**src/rtl/elevator_pkg.sv**
```systemverilog
// Shared types and encodings for the elevator car controller and its tick prescaler.
package elevator_pkg;

  typedef enum logic [1:0] {
    IDLE = 2'b00,
    UP   = 2'b01,
    DOWN = 2'b10,
    DOOR = 2'b11
  } elev_state_t;

  typedef enum logic {
    DIR_UP   = 1'b0,
    DIR_DOWN = 1'b1
  } dir_t;

  // sim_state encodings; any value with bit 1 set is PAUSE
  localparam logic [1:0] SIM_STOP = 2'b00;
  localparam logic [1:0] SIM_RUN  = 2'b01;

endpackage

```
**src/rtl/sim_tick_gen.sv**
```systemverilog
// Simulation-speed prescaler: one sim_tick every (TICK_BASE >> sim_speed) RUN cycles.
module sim_tick_gen
  import elevator_pkg::*;
#(
  parameter int TICK_BASE = 1024
) (
  input  logic       clk,
  input  logic       rst,
  input  logic [1:0] sim_state,
  input  logic [2:0] sim_speed,
  output logic       sim_tick
);

  localparam int CW = $clog2(TICK_BASE);
  localparam int PW = CW + 1;

  logic [CW-1:0] count;
  logic [PW-1:0] period;

  assign period = PW'(TICK_BASE) >> sim_speed;

  // ">=" lets a speed increase mid-count fire at once instead of wrapping
  assign sim_tick = (sim_state == SIM_RUN) && ({1'b0, count} >= (period - PW'(1)));

  always_ff @(posedge clk) begin
    if (!rst || sim_state == SIM_STOP) begin
      count <= '0;
    end else if (sim_state == SIM_RUN) begin
      count <= sim_tick ? '0 : count + 1'b1;
    end
  end

endmodule

```
**src/rtl/elevator_car_controller.sv**
```systemverilog
// SCAN-scheduled single-car motion/door controller with tick-timed travel and doors.
// Optional lobby return after idling is enabled by defining ELEVATOR_IDLE_RETURN_EN.
module elevator_car_controller
  import elevator_pkg::*;
#(
  parameter int FLOORS            = 12,
  parameter int FLOOR_W           = 4,
  parameter int TICK_BASE         = 1024,
  parameter int TRAVEL_TICKS      = 4,
  parameter int DOOR_TICKS        = 3,
  parameter int IDLE_RETURN_TICKS = 16
) (
  input  logic               clk,
  input  logic               rst,
  input  logic [1:0]         sim_state,
  input  logic [2:0]         sim_speed,
  input  logic [FLOORS-1:0]  floors_requested,
  input  logic [FLOORS-1:0]  floor_destinations,
  output logic [FLOOR_W-1:0] car_floor,
  output logic [1:0]         elevator_state,
  output logic [FLOORS-1:0]  floor_served,
  output logic               sim_tick
);

  localparam int TMAX_TD = (TRAVEL_TICKS > DOOR_TICKS) ? TRAVEL_TICKS : DOOR_TICKS;
  localparam int TMAX    = (TMAX_TD > IDLE_RETURN_TICKS) ? TMAX_TD : IDLE_RETURN_TICKS;
  localparam int TW      = $clog2(TMAX + 1);

  elev_state_t        state_q, state_d;
  logic [FLOOR_W-1:0] floor_q, floor_d;
  logic [TW-1:0]      timer_q, timer_d;
  dir_t               dir_q, dir_d;
  logic [FLOORS-1:0]  pending_q, pending_d;
  logic [FLOORS-1:0]  floor_oh;
`ifdef ELEVATOR_IDLE_RETURN_EN
  logic               ret_q, ret_d;
`endif

  // One SCAN decision used from IDLE, at door close and on arrival at a floor
  function automatic elev_state_t eval_next(input logic [FLOORS-1:0] p,
                                            input logic [FLOOR_W-1:0] f,
                                            input dir_t d);
    logic here, above, below;
    here  = 1'b0;
    above = 1'b0;
    below = 1'b0;
    for (int i = 0; i < FLOORS; i++) begin
      if (p[i]) begin
        if (i == int'(f))     here  = 1'b1;
        else if (i > int'(f)) above = 1'b1;
        else                  below = 1'b1;
      end
    end
    if (here)           return DOOR;
    if (above && below) return (d == DIR_UP) ? UP : DOWN;
    if (above)          return UP;
    if (below)          return DOWN;
    return IDLE;
  endfunction

  sim_tick_gen #(
    .TICK_BASE(TICK_BASE)
  ) u_tick (
    .clk      (clk),
    .rst      (rst),
    .sim_state(sim_state),
    .sim_speed(sim_speed),
    .sim_tick (sim_tick)
  );

  assign floor_oh       = FLOORS'(1) << floor_q;
  assign car_floor      = floor_q;
  assign elevator_state = state_q;
  assign floor_served   = (state_q == DOOR) ? floor_oh : '0;

  always_comb begin
    state_d   = state_q;
    floor_d   = floor_q;
    timer_d   = timer_q;
    dir_d     = dir_q;
`ifdef ELEVATOR_IDLE_RETURN_EN
    ret_d     = ret_q;
`endif
    // Serving the current floor wins over a request arriving in the same cycle
    pending_d = pending_q | floors_requested | floor_destinations;
    if (state_q == DOOR) pending_d = pending_d & ~floor_oh;

    if (sim_state == SIM_RUN) begin
      case (state_q)
        IDLE: begin
          state_d = eval_next(pending_q, floor_q, dir_q);
          timer_d = '0;
`ifdef ELEVATOR_IDLE_RETURN_EN
          if (state_d == IDLE && floor_q != '0) begin
            timer_d = timer_q;
            if (sim_tick) begin
              if (timer_q == TW'(IDLE_RETURN_TICKS - 1)) begin
                state_d = DOWN;
                ret_d   = 1'b1;
                timer_d = '0;
              end else begin
                timer_d = timer_q + 1'b1;
              end
            end
          end
`endif
        end
        UP, DOWN: begin
          if (sim_tick) begin
            if (timer_q == TW'(TRAVEL_TICKS - 1)) begin
              dir_d   = (state_q == UP) ? DIR_UP : DIR_DOWN;
              floor_d = (state_q == UP) ? floor_q + 1'b1 : floor_q - 1'b1;
              timer_d = '0;
              state_d = eval_next(pending_q, floor_d, dir_d);
`ifdef ELEVATOR_IDLE_RETURN_EN
              // A lobby return keeps descending only while nothing is pending
              if (ret_q && state_d == IDLE && floor_d != '0) state_d = DOWN;
              else                                           ret_d   = 1'b0;
`endif
            end else begin
              timer_d = timer_q + 1'b1;
            end
          end
        end
        DOOR: begin
          if (sim_tick) begin
            if (timer_q == TW'(DOOR_TICKS - 1)) begin
              timer_d = '0;
              state_d = eval_next(pending_q & ~floor_oh, floor_q, dir_q);
            end else begin
              timer_d = timer_q + 1'b1;
            end
          end
        end
        default: ;
      endcase
    end
  end

  always_ff @(posedge clk) begin
    if (!rst || sim_state == SIM_STOP) begin
      state_q   <= IDLE;
      floor_q   <= '0;
      timer_q   <= '0;
      dir_q     <= DIR_UP;
      pending_q <= '0;
    end else begin
      state_q   <= state_d;
      floor_q   <= floor_d;
      timer_q   <= timer_d;
      dir_q     <= dir_d;
      pending_q <= pending_d;
    end
  end

`ifdef ELEVATOR_IDLE_RETURN_EN
  always_ff @(posedge clk) begin
    if (!rst || sim_state == SIM_STOP) ret_q <= 1'b0;
    else                               ret_q <= ret_d;
  end
`endif

endmodule

```
**config.mk**
```make
export PLATFORM = sky130hd
export DESIGN_NAME = elevator_car_controller
export DESIGN_NICKNAME = d
export VERILOG_FILES = /design/src/rtl/elevator_pkg.sv /design/src/rtl/sim_tick_gen.sv /design/src/rtl/elevator_car_controller.sv
export SDC_FILE = /design/constraint.sdc
export NUM_CORES = 1
export LEC_CHECK = 0
export BUFFER_PORTS_ARGS = -buffer_cell sky130_fd_sc_hd__buf_2
export CORE_MARGIN = 2
export CORE_UTILIZATION = 30
export CTS_BUF_LIST = sky130_fd_sc_hd__clkbuf_4 sky130_fd_sc_hd__clkbuf_8
export DETAILED_ROUTE_END_ITERATION = 16
export MAX_ROUTING_LAYER = met4
export PLACE_DENSITY_LB_ADDON = 0.3
export SETUP_SLACK_MARGIN = 0.4
export SYNTH_ARGS = -nofsm -noshare
export SYNTH_HDL_FRONTEND = slang
export SYNTH_HIERARCHICAL = 1
export SYNTH_SLANG_ARGS = --single-unit
```
**constraint.sdc**
```tcl
create_clock -name clk -period 3.7 [get_ports clk]
set_clock_uncertainty 0.15 [all_clocks]
set_input_delay 0.37 -clock clk [delete_from_list [all_inputs] [get_ports clk]]
set_output_delay 0.37 -clock clk [all_outputs]
set_load 0.01 [all_outputs]
```
* Yosys cells after proc, flatten, opt, wreduce, memory -nomap -nowiden
Index checks and enable logic that the tools add are counted.
Storage, ports and cells: bits in registers 34, output and inout port bits 19, logic and storage cells 608
Operators by class: add/subtract/negate cells 5, $lt $le $gt $ge 23, eq/ne operators 32, shifts and indexed selects 2, muxes and demuxes 521, bitwise logic cells 5, reduce and logical (&&, ||, !) cells 14
Operator list (number):
- two-way mux 1 bit | 481
- == test 4 bit, first input constant | 16
- two-way mux 2 bit | 30
- > comparator 3 x 4 -> 1 bit, first input constant | 8
- > comparator 4 bit, first input constant | 8
- bitwise AND 12 bit | 2
- two-way mux 12 bit | 2
- OR 12 bit | 2
- two-way mux 5 bit | 4
- == test 3 x 4 -> 1 bit, first input constant | 4
- > comparator 2 x 4 -> 1 bit, first input constant | 4
- one-hot mux 5 bit (3 select lines) | 1
- inverter 12 bit | 1
- << shifter 1 x 4 -> 12 bit, first input constant | 1
- >= comparator 10 x 11 -> 1 bit | 1
- right shift 11 x 3 -> 11 bit, first input constant | 1
- subtractor 11 x 1 -> 11 bit, second input constant | 1
- adder 10 x 1 -> 10 bit, second input constant | 1
- == test 5 x 2 -> 1 bit, second input constant | 2
- two-way mux 10 bit | 1
- == test 2 x 4 -> 1 bit, first input constant | 2
- > comparator 1 x 4 -> 1 bit, first input constant | 2
- zero test 4 bit | 2
- inequality test 2 x 1 -> 1 bit, second input constant | 3
- 16 further kinds | 22

* Longest topological paths before layout
word-level depth 92, depth in mapped cells 11, depth with buffers taken out 11

* Cells and area by module
The synthesis kept the hierarchy.
By module, submodules not included:
- elevator_car_controller | times used 1, cells each 323, area an instance 2453.6 um2
- sim_tick_gen | times used 1, cells each 96, area an instance 734.5 um2

* Least setup slack after synthesis
Ideal clock, no wire load.
path kind input port to flip-flop, from in sim_speed[2], to reg timer_q[3], setup time 71 ps, data arrival time 3154 ps, data required time 3479 ps, setup slack 325 ps, cell stages on the path 10, path buffers 0, path through or3_1 ha_1 nand3_1 or4_1 o211a_2 nor2_1 o21ai_1 or3_1 or3_1 a21oi_1
On the way: word-level cells in the longest chain between the ends 6
Ends and longest elaborated chain:
- start: declaration | line elevator_car_controller.sv:16 | input logic [2:0] sim_speed,
- right shift 11 x 3 -> 11 bit (*) | line sim_tick_gen.sv:20 | assign period = PW'(TICK_BASE) >> sim_speed;
- subtractor 11 x 1 -> 11 bit (*) | line sim_tick_gen.sv:23 | assign sim_tick = (sim_state == SIM_RUN) && ({1'b0, count} >= (period - PW'(1)));
- >= comparator 10 x 11 -> 1 bit (*) | line sim_tick_gen.sv:23
- logical AND 1 bit (*) | line sim_tick_gen.sv:23
- net sim_tick | line elevator_car_controller.sv:22 | output logic sim_tick
- inequality test 2 x 1 -> 1 bit (no source line)
- AND reduction 3 bit (no source line) (*)
- end signal: assignment | line elevator_car_controller.sv:150 | timer_q <= timer_d;
- end: declaration | line elevator_car_controller.sv:31 | logic [TW-1:0] timer_q, timer_d;
The timed path passes the listed nets; every way through them passes the cells marked *. A chain may end at the register's enable or synchronous reset.

* Worst setup path after layout
from in sim_speed[2], to reg timer_q[3]
On the way: word-level cells in the longest chain between the ends 6
Ends and longest elaborated chain (line):
- right shift 11 x 3 -> 11 bit (*) | sim_tick_gen.sv:20
- subtractor 11 x 1 -> 11 bit (*) | sim_tick_gen.sv:23
- >= comparator 10 x 11 -> 1 bit (*) | sim_tick_gen.sv:23
- logical AND 1 bit (*) | sim_tick_gen.sv:23
- inequality test 2 x 1 -> 1 bit (no source line)
- AND reduction 3 bit (no source line) (*)
Mark *: on every way between the ends. The rest lies on a longest branch, timed or not.

==> metrics.log <==
INFO  metric core_area = 10,300 sq um
INFO  metric run_status = finished clean
INFO  metric pwr_density_cell = 242 nW/um^2
INFO  metric num-fill-cells = 1,100
INFO  metric detail_route.vias_per_cell = 5.55
INFO  metric distinct_cell_type_count_of_the_synthesized_netlist = 81
INFO  metric synth.yosys.warnings = 6
INFO  metric power.share.sequential = 46.6%
INFO  metric cts-hold-fix-buffers = 0
INFO  metric synth_top_area_share = 21.4%
INFO  metric static-leakage-power = 1.42 nW
INFO  metric worstMarginPinSlew = 0.805 ns
INFO  metric final_min_period_over_clock_period = 85.3%
INFO  metric max_clock_freq = 0.317 GHz
INFO  metric grt_pass1_vias = 3,091
INFO  metric tritoncts_num_sinks = 34
INFO  metric std_cell_rows = 37
INFO  metric post_route_cells_drive_above_1_share = 20.3%
INFO  metric sequential_cell_area = 681 sq um
INFO  metric floorplan.io_pins = 50
INFO  metric timing.setup.tns = 0 ns
INFO  metric gp_congestion = 0.937
INFO  metric dr.first_iter.drc_count = 185
INFO  metric grt_max_degree = 32
INFO  metric wl = 9290 um
INFO  metric worstHoldPathType = input port to flip-flop
INFO  metric clock_insertion_delay_worst_skew = 0.29 ns
INFO  metric syn-num-nets = 470
INFO  metric netSwitchingFraction = 31.7%
INFO  metric critical_path.n_buffers_inverters = 1
INFO  metric seq_area_frac_synth = 21.4%
INFO  metric maxCapViolations = 0
INFO  metric timing.final.hold_violations = 0
INFO  metric antenna_violating_nets_post_route = 0
INFO  metric timing.critical_path.mode_cell = sky130_fd_sc_hd__or3_1
INFO  metric path_clk_slew = 0.08 ns
INFO  metric drt_first_pass_iters = 4
INFO  metric synthFlopType = sky130_fd_sc_hd__dfxtp_1
INFO  metric critPathRequiredTime = 3.77 ns
INFO  metric netSwitchingPower = 0.000278 W
INFO  metric detail_route.wl_per_cell = 15.6 um
INFO  metric multi_input_comb_area = 2320 sq um
INFO  metric syn-instance-count = 419
INFO  metric timing.slew.headroom = 46.3%
INFO  metric dp_hpwl = 6820 um
INFO  metric cts_tree = yes
INFO  metric ctsHtreeMaxLevel = 2
INFO  metric fin_util = 35.1%
INFO  metric track_usage = 16.8%
INFO  metric remaining_drc_errors = 0
INFO  metric clock_power_share = 34.9%
INFO  metric pwr-share-comb = 18.5%
INFO  metric crit_path_cells = buf_2 > or3_1 > ha_1 > nand3_1 > or4_1 > o211a_2 > nor2_2 > o21ai_1 > or3_4 > or3_1 > a21oi_1
INFO  metric timing.critical_path.from_type = input port
INFO  metric postSynthRegisterBits = 34
INFO  metric grt_overflow = 0
INFO  metric setup_viol = 0
INFO  metric layout.nets = 509
INFO  metric number_of_buffers_inserted_during_clock_tree_synthesis = 5
INFO  metric syn_to_final_growth = 13.6%
INFO  metric critical_path_arrival = 3.23 ns
INFO  metric first_pass_grt_wire_length = 15,400 um
INFO  metric floorplan.initialDensity = 30.9%
INFO  metric die_height = 107 um
INFO  metric setup.worst_path.class = input port to flip-flop
INFO  metric critical_path.top_delay_family = simple AND/OR/NAND/NOR gates
INFO  metric worst_setup_path_end_kind = flip-flop
INFO  metric async_flop_share = 0%
INFO  metric ir_worst_vdd = 127 uV
INFO  metric cts_root_buf = sky130_fd_sc_hd__clkbuf_8
INFO  metric synthesized_area_divided_by_synthesized_cell_count = 7.61 sq um
INFO  metric design.die.area = 11,500 sq um
INFO  metric ctsLongestPathBuffers = 2
INFO  metric synthDominantAreaCellType = sky130_fd_sc_hd__dfxtp_1
INFO  metric yosys-top-cells-area = sky130_fd_sc_hd__dfxtp_1, sky130_fd_sc_hd__ha_1, sky130_fd_sc_hd__nor2_1
INFO  metric edff_count_synth = 0
INFO  metric slowest_delay = 0.53 ns
INFO  metric syn-cell-area = 3190 sq um
INFO  metric maxSlewViolCount = 0
INFO  metric rsz0062_at_grt = no
INFO  metric via_count = 3,302
INFO  metric antenna_found_initial = 0
INFO  metric finalWorstPathRequiredPeriod = 3.15 ns
INFO  metric power_report.internal_total = 0.000597 W
INFO  metric critical_path.slowest_cell = sky130_fd_sc_hd__or4_1
INFO  metric io_buffer_count = 49
INFO  metric die_x = 107 um
INFO  metric critical_path.max_fanout = 10
INFO  metric antenna_cells_inserted = 0
==> layer usage <==
layer  track usage [%]  wire length (um)  vias to the layer above  share of wire [%]
met4              4.73               106                        0                1.1
li1                  -                 -                     1638                  -
met1              23.8              4540                     1562                 49
met5                 -                 0                        -                  0
met3              2.80               569                        9                6.1
met2              24.5              4080                       93                 44
==> logic make-up (layout without fill, tap and decap cells) <==
group | Yosys count | count (layout) | synth area share (%)
mux | 5 | 5 | 2.12
buf+inv | 40 | 80 | 6.36
compound gates | 110 | 110 | 25.4
xor+xnor | 8 | 8 | 2.79
simple gates | 202 | 202 | 34.1
flops | 34 | 34 | 21.3
fa+ha+maj | 20 | 20 | 7.85
==> tightest hold or removal path, cell delays in order <==
cell and delay, ns:
sky130_fd_sc_hd__buf_2 0.07, sky130_fd_sc_hd__nor3_1 0.03, sky130_fd_sc_hd__nor3_1 0.11
==> Yosys cell counts (3+ instances only) <==
cell	instances
sky130_fd_sc_hd__nor3_1	30
sky130_fd_sc_hd__o221ai_1	4
sky130_fd_sc_hd__a31oi_1	7
sky130_fd_sc_hd__mux2i_1	3
sky130_fd_sc_hd__nand2_1	39
sky130_fd_sc_hd__nor4_1	6
sky130_fd_sc_hd__a2bb2oi_1	3
sky130_fd_sc_hd__xnor2_1	3
sky130_fd_sc_hd__a21o_1	3
sky130_fd_sc_hd__nor3b_1	4
sky130_fd_sc_hd__buf_2	3
sky130_fd_sc_hd__clkbuf_1	14
sky130_fd_sc_hd__nor2_1	42
sky130_fd_sc_hd__nand2b_1	6
sky130_fd_sc_hd__or2_1	3
sky130_fd_sc_hd__and3_1	8
sky130_fd_sc_hd__a211oi_1	6
sky130_fd_sc_hd__o21ai_1	9
sky130_fd_sc_hd__nor2b_1	11
sky130_fd_sc_hd__nand3b_1	4
sky130_fd_sc_hd__o21a_1	4
sky130_fd_sc_hd__o22ai_1	6
sky130_fd_sc_hd__buf_6	6
sky130_fd_sc_hd__xor2_1	4
sky130_fd_sc_hd__a21oi_1	19
sky130_fd_sc_hd__or3_1	7
sky130_fd_sc_hd__nand3_1	18
sky130_fd_sc_hd__ha_1	20
sky130_fd_sc_hd__o21ai_0	10
sky130_fd_sc_hd__o211ai_1	6
sky130_fd_sc_hd__inv_1	15
sky130_fd_sc_hd__dfxtp_1	34
sky130_fd_sc_hd__nand4_1	4
==> repair_timing <==
action,CTS,global route
endpoints found under the setup margin,0,2
gates resized for setup,0,2
buffers inserted,0,0
==> cells in the final DEF, fill, tap and decap left out, types with 3 or more instances in the layout <==
master and n:
sky130_fd_sc_hd__buf_2 49, sky130_fd_sc_hd__nor2_1 40, sky130_fd_sc_hd__nand2_1 39, sky130_fd_sc_hd__dfxtp_1 34, sky130_fd_sc_hd__nor3_1 30, sky130_fd_sc_hd__ha_1 20, sky130_fd_sc_hd__a21oi_1 19, sky130_fd_sc_hd__nand3_1 18
sky130_fd_sc_hd__inv_1 15, sky130_fd_sc_hd__nor2b_1 11, sky130_fd_sc_hd__o21ai_0 10, sky130_fd_sc_hd__and3_1 8, sky130_fd_sc_hd__o21ai_1 8, sky130_fd_sc_hd__a31oi_1 7, sky130_fd_sc_hd__buf_4 7, sky130_fd_sc_hd__nand2b_1 6
sky130_fd_sc_hd__o211ai_1 6, sky130_fd_sc_hd__a211oi_1 6, sky130_fd_sc_hd__o22ai_1 6, sky130_fd_sc_hd__or3_1 6, sky130_fd_sc_hd__nor4_1 6, sky130_fd_sc_hd__clkbuf_8 6, sky130_fd_sc_hd__nor3b_1 4, sky130_fd_sc_hd__xor2_1 4
sky130_fd_sc_hd__o221ai_1 4, sky130_fd_sc_hd__nand3b_1 4, sky130_fd_sc_hd__nand4_1 4, sky130_fd_sc_hd__o21a_1 4, sky130_fd_sc_hd__or2_1 3, sky130_fd_sc_hd__o21ai_2 3, sky130_fd_sc_hd__xnor2_1 3, sky130_fd_sc_hd__a2bb2oi_1 3
sky130_fd_sc_hd__mux2i_1 3, sky130_fd_sc_hd__a21o_1 3
==> power by group through the flow <==
stage | Combinational [W] | Clock (W) | Sequential [W]
after CTS | 0.000160 | 0.000311 | 0.000406
final | 0.000162 | 0.000306 | 0.000407
after global placement | 0.000157 | 0 | 0.000415
after detailed placement | 0.000160 | 0 | 0.000415
after global routing | 0.000180 | 0.000329 | 0.000410
after floorplan | 0.000124 | 0 | 0.000397
==> worst paths after layout <==
kind / startpoint / end / slack (ns) / cells past startpoint
setup / recovery: sim_speed[2] / timer_q[3]$_SDFFE_PP0P_ / 0.55 / 11
hold / removal: floor_destinations[2] / pending_q[2]$_SDFF_PP0_ / 0.18 / 3
setup reg to reg: car_floor[0]$_SDFFE_PP0P_ / elevator_state[0]$_SDFFE_PP0P_ / 0.55 / 9
hold reg to reg: u_tick/count[9]$_SDFFE_PP0N_ / u_tick/count[9]$_SDFFE_PP0N_ / 0.36 / 2
==> state kept, by name (all words and copies together), names as in the netlist <==
| name | count |
|---|---|
| dir_q | 1 |
| elevator_state | 2 |
| timer_q | 5 |
| car_floor | 4 |
| u_tick/count | 10 |
| pending_q | 12 |
==> area by class of cell <==
| cell class | count | area share [%] |
|---|---|---|
| repair buffers | 56 | 8.22 |
| clock buffers | 6 | 2.28 |
| clock inverters | 2 | 0.345 |
| well taps | 136 | 4.70 |
| inverters | 16 | 1.66 |
| flip-flops and latches | 34 | 18.8 |
| multi-input cells | 345 | 64.0 |
==> through the flow <==
stage	total power (W)	hold WS [ns]	worst slack, ns	area (sq um)	std cells
floorplan	0.000521	0.309	0.418	3190	419
global placement	0.000572	0.343	0.335	3520	587
detailed placement	0.000574	0.349	0.209	3520	587
CTS	0.000878	0.180	0.514	3610	595
global route	0.000919	0.176	0.427	3620	595
finish	0.000875	0.183	0.546	3620	595
No activity file was read; power rests on OpenSTA's default activity.
